File: config.mk
export PLATFORM = sky130hd
export DESIGN_NAME = imem_loadable
export DESIGN_NICKNAME = d
export VERILOG_FILES = /design/src/rtl/imem_loadable.sv
export SDC_FILE = /design/constraint.sdc
export NUM_CORES = 2
export LEC_CHECK = 0
export BUFFER_PORTS_ARGS = -buffer_cell sky130_fd_sc_hd__buf_4
export CAP_MARGIN = 20
export CORE_MARGIN = 1.5
export CORE_UTILIZATION = 57
export CTS_CLUSTER_DIAMETER = 80
export DETAILED_ROUTE_END_ITERATION = 12
export PLACE_DENSITY = 0.76
export SLEW_MARGIN = 20
export SYNTH_ARGS = -nofsm -noshare
export SYNTH_HDL_FRONTEND = slang
export SYNTH_SLANG_ARGS = --single-unit
File: constraint.sdc
create_clock -name clk -period 4.25 [get_ports clk]
set_clock_uncertainty 0.1 [all_clocks]
set_input_delay 0.6375 -clock clk [delete_from_list [all_inputs] [get_ports clk]]
set_output_delay 0.6375 -clock clk [all_outputs]
set_load 0.05 [all_outputs]
File: src/rtl/imem_loadable.sv
`timescale 1ns/1ps
// imem_loadable
//   Instruction memory with a registered, stallable fetch port and a byte-stream
//   loader that writes a new program image at run time.
//
//   Ports
//     clk, reset_n   rising-edge clock, asynchronous active-low reset
//     addr, rd_en    fetch word index and fetch enable (rd_en low = stall)
//     q, q_valid     registered instruction and "fetched last cycle" flag
//     start_load     enter LOAD (sampled only in RUN)
//     ld_valid/ld_ready/ld_data/ld_last
//                    loader beat handshake; beats are little-endian within a word
//     ld_done        one-cycle pulse when the load completes
//     loaded_words   words written by the last or current load
//     busy           high while loading
module imem_loadable #(
    parameter int N     = 32,
    parameter int DEPTH = 64,
    parameter int AW    = $clog2(DEPTH),
    parameter int BW    = 8
) (
    input  logic          clk,
    input  logic          reset_n,
    input  logic [AW-1:0] addr,
    input  logic          rd_en,
    output logic [N-1:0]  q,
    output logic          q_valid,
    input  logic          start_load,
    input  logic          ld_valid,
    output logic          ld_ready,
    input  logic [BW-1:0] ld_data,
    input  logic          ld_last,
    output logic          ld_done,
    output logic [AW:0]   loaded_words,
    output logic          busy
);

    localparam int NB  = N / BW;                      // beats per word
    localparam int BCW = (NB > 1) ? $clog2(NB) : 1;

    localparam logic [BCW-1:0] LAST_BEAT = BCW'(NB - 1);
    localparam logic [AW-1:0]  LAST_WORD = AW'(DEPTH - 1);
    localparam logic [AW:0]    DEPTH_W   = (AW + 1)'(DEPTH);

    typedef enum logic {
        RUN  = 1'b0,
        LOAD = 1'b1
    } state_t;

    state_t          state, state_nxt;
    logic [AW-1:0]   wptr;
    logic [BCW-1:0]  beat;
    logic [N-1:0]    shift_word;
    logic [N-1:0]    asm_word;
    logic            accept;
    logic            word_end;
    logic            load_end;
    logic            addr_ok;

    logic [N-1:0]    mem [DEPTH];

    // NOTE: every signal assigned in an always_comb gets a default at the top of
    // the block, so no path leaves it unassigned and no latch is inferred.
    always_comb begin
        ld_ready  = (state == LOAD);
        busy      = (state == LOAD);
        accept    = ld_ready && ld_valid;
        word_end  = accept && (ld_last || (beat == LAST_BEAT));
        load_end  = word_end && (ld_last || (wptr == LAST_WORD));
        addr_ok   = ({1'b0, addr} < DEPTH_W);

        // Upper beats of shift_word are still zero (cleared after every write),
        // so a word closed early by ld_last comes out zero-filled.
        asm_word  = shift_word;
        asm_word[int'(beat)*BW +: BW] = ld_data;

        state_nxt = state;
        case (state)
            RUN:  if (start_load) state_nxt = LOAD;
            LOAD: if (load_end)   state_nxt = RUN;
            default:              state_nxt = RUN;
        endcase
    end

    // NOTE: sequential state uses non-blocking assignments so every flop samples
    // the pre-edge values, independent of statement order.
    always_ff @(posedge clk or negedge reset_n) begin
        if (!reset_n) state <= RUN;
        else          state <= state_nxt;
    end

    always_ff @(posedge clk or negedge reset_n) begin
        if (!reset_n) begin
            q            <= '0;
            q_valid      <= 1'b0;
            ld_done      <= 1'b0;
            loaded_words <= '0;
            wptr         <= '0;
            beat         <= '0;
            shift_word   <= '0;
        end else begin
            ld_done <= 1'b0;
            case (state)
                RUN: begin
                    if (rd_en) begin
                        q       <= addr_ok ? mem[addr] : '0;
                        q_valid <= 1'b1;
                    end else begin
                        q_valid <= 1'b0;
                    end
                    // A fetch coincident with start_load still updates q,
                    // but it is not flagged valid since the next state is LOAD.
                    if (start_load) begin
                        wptr         <= '0;
                        beat         <= '0;
                        shift_word   <= '0;
                        loaded_words <= '0;
                        q_valid      <= 1'b0;
                    end
                end
                LOAD: begin
                    q_valid <= 1'b0;
                    if (accept) begin
                        if (word_end) begin
                            wptr         <= wptr + 1'b1;
                            loaded_words <= loaded_words + 1'b1;
                            beat         <= '0;
                            shift_word   <= '0;
                            ld_done      <= load_end;
                        end else begin
                            shift_word   <= asm_word;
                            beat         <= beat + 1'b1;
                        end
                    end
                end
                default: q_valid <= 1'b0;
            endcase
        end
    end

    // NOTE: the memory array has no reset; a reset-free write port keeps it
    // mappable to block RAM, and program contents survive a loader reset.
    always_ff @(posedge clk) begin
        if (word_end) mem[wptr] <= asm_word;
    end

endmodule
==> metrics.cfg <==
[cts]
worst_skew_pair.late_latency_ns = 0.84
cts_setup_buffers = 0
numCtsBuffers = 196
cts_resized = 0
cts_tree = yes
root_buffer = clkbuf_16
clk_path_buf_depth = 3
cts.sinks = 2130
htree_num_levels = 4
cts.clk_slew.worst_paths_ns = 0.06

[power_and_ir_drop]
ir_drop_v = 0.0005302
leakage_nw = 29.71
power_w = 0.04520
power_density_nw_per_um2 = 487.7

[drt]
top_layer_used = met5
vias = 42350
drcViolationCount = 0
routed_wl_um = 215300
wl_met3_um = 25890
met1Wirelength_um = 74980
ant_nets = 0
drtPass1Iterations = 7
dr.first_iter.drc_count = 6360
via_per_inst = 6.833
wl_per_cell_um = 34.74
wl_met2_um = 102700

[die]
die-area_um2 = 145200
ios = 63
die_h_um = 381.1
start_util = 0.5747
die_x_um = 381.1
rows = 138
core_um2 = 141800

[outcome]
status = completed

[yosys]
seq_area_frac_synth = 0.7800
synth_xor_area_frac = 0.0008600
synth_simple_gate_area_share = 0.02241
yosys_warnings = 0
synth_top_family_by_area = multiplexers
ys_types = 43
ys.flop_type = edfxtp_1
syn_area_per_cell_um2 = 21.06
syn_inst = 3869
synth_mux_area_frac = 0.1417
syn_nets = 3897
synth_edf_count = 2048
netlist_area_um2 = 81470
synth_fa_ha_area_frac = 0.001229
async_flop_share = 0.03850
ys_seq_elements = 2130
synth_compound_area_frac = 0.03830

[sta]
fmax_ghz = 0.2906
fin_crit_ns = 3.441
hold_violations = 0
max_slew_margin = 0.1174
setup_slack_ns = 0.8094
finalSetupViolCount = 0
drv_slew = 0
rsz0062_at_grt = false
worstMarginPinSlew_ns = 1.316
tns_ns = 0
finalCritPeriodShare = 0.8095

[place]
post-place-cells = 5822
hpwl_um = 119600
io_buffers = 62
gp_congestion = 0.8316
place_ws_ns = 0.2166

[layout]
layout_commonest_cell = edfxtp_1
final_cell_mix = edfxtp_1 (2048), mux4_2 (384), mux2i_1 (288), buf_4 (233), clkbuf_16 (199)
layout.nets = 4163
layoutNonFillerInstCount = 6198
n_fill_cell = 8735
syn_to_final_growth_pct = 13.76
drive_gt1_frac = 0.2516
num_antenna_cells = 0

[global_routing]
first_global_vias = 42690
grt.overflow.total = 0
grt_first_pass_wirelength_um = 306600
antenna_found_initial = 6
grt_use_total = 0.3001
grt_max_degree = 95

[critical_path]
endpoint_kind = flop
worstSetupPathType = reg -> reg
crit_fanout = 17
r2r_slack_ns = 0.81
critPathLaunchType = flop
cp.required_ns = 4.67
critPathSlowestCell = nor2_4
rr_worst_depth = 6
arrival_ns = 3.86
crit_chain = ha_1, o211ai_1, nor2_1, nand2_1, nor2_4, buf_4
max_stage_delay_ns = 0.95

[min_path]
holdPathStages = 4
hp-class = in -> reg

[run]
drv_cap = 0

-- registers in the layout, summed over array words and instances, names as in the netlist --
name	cells
ld_done	1
beat	2
mem	2048
busy	1
wptr	6
shift_word	32
q	32
loaded_words	7
q_valid	1
-- final timing paths --
path / from / endpoint
worst max-delay path: beat[0]$_DFFE_PN0P_ / mem[56][23]$_DFFE_PP_
worst min-delay path: ld_valid / ld_done$_DFF_PN0_
worst max register to register: beat[0]$_DFFE_PN0P_ / mem[56][23]$_DFFE_PP_
worst min register to register: shift_word[28]$_DFFE_PN0P_ / shift_word[28]$_DFFE_PN0P_
max in group asynchronous: reset_n / q[19]$_DFFE_PN0P_
min in group asynchronous: reset_n / loaded_words[6]$_DFFE_PN0P_
-- per-layer routing --
| metal | vias up | global-route usage |
|---|---|---|
| li1 | 16750 | - |
| met1 | 22080 | 0.3965 |
| met2 | 2946 | 0.4694 |
| met3 | 570 | 0.07851 |
| met4 | 4 | 0.1451 |
| met5 | - | 0 |
-- metrics by stage --
stage | area (µm²) | hold slack (ns) | utilization
after global placement | 86430 | 0.3732 | 0.6097
after global routing | 92680 | 0.1882 | 0.6538
after floorplan | 81470 | 0.2419 | -
final | 92680 | 0.2091 | 0.6538
after detailed placement | 86480 | 0.3810 | 0.6100
after CTS | 92620 | 0.1632 | 0.6534
-- what timing repair did --
action | in CTS | in global routing
hold buffers | 3 | 0
endpoints found under the setup margin | 0 | 0
hold endpoints to repair | 84 | 0
-- cell usage after synthesis, types with 34 or more instances --
library cell / instances / area share
mux2i_1: 288 / 0.035
edfxtp_1: 2048 / 0.75
nor2_1: 85 / 0.0039
or3_1: 34 / 0.0026
a22oi_1: 160 / 0.015
nand4_1: 37 / 0.0028
clkbuf_1: 110 / 0.0051
nor2b_1: 40 / 0.0031
a211oi_1: 62 / 0.0057
o22ai_1: 64 / 0.0049
buf_2: 76 / 0.0047
mux4_2: 384 / 0.11
nand3_1: 77 / 0.0047
nand2_1: 71 / 0.0033
dfrtp_1: 82 / 0.025
-- power breakdown --
group          switching, W  total (W)  internal [W]
clock               0.00759     0.0169       0.00927
combinational       0.00291    0.00411       0.00120
sequential         0.000424     0.0242        0.0238
total                0.0109     0.0452        0.0343
-- kinds of logic (layout without fill, tap and decap cells) --
logic type,count (synthesis),after routing
AOI/OAI and AO/OA,424,424
muxes,673,673
xor gates and xnor gates,8,8
buffers and inverters,260,699
adders and majority gates,8,8
DFF,2130,2130
and+or+nand+nor,366,366
-- critical path, delay by kind of cell (launching register included) --
| kind | cells | cell delay [ns] |
|---|---|---|
| AO/OA/AOI/OAI | 1 | 0.12 |
| adder cells (fa/ha/maj) | 1 | 0.29 |
| buffers and inverters | 1 | 0.36 |
| flip-flops | 1 | 0.52 |
| AND/OR/NAND/NOR | 3 | 1.72 |
-- layout make-up --
| class | count | area, µm² | area share |
|---|---|---|---|
| Sequential cell | 2130 | 63550 | 0.6857 |
| Multi-Input combinational cell | 1479 | 17490 | 0.1887 |
| Clock buffer | 261 | 5343 | 0.05764 |
| Timing Repair Buffer | 300 | 3062 | 0.03303 |
| Tap cell | 1890 | 2365 | 0.02551 |
| Clock inverter | 110 | 768.2 | 0.008289 |
| Inverter | 28 | 105.1 | 0.001134 |
(Power assumes the default switching activity.)
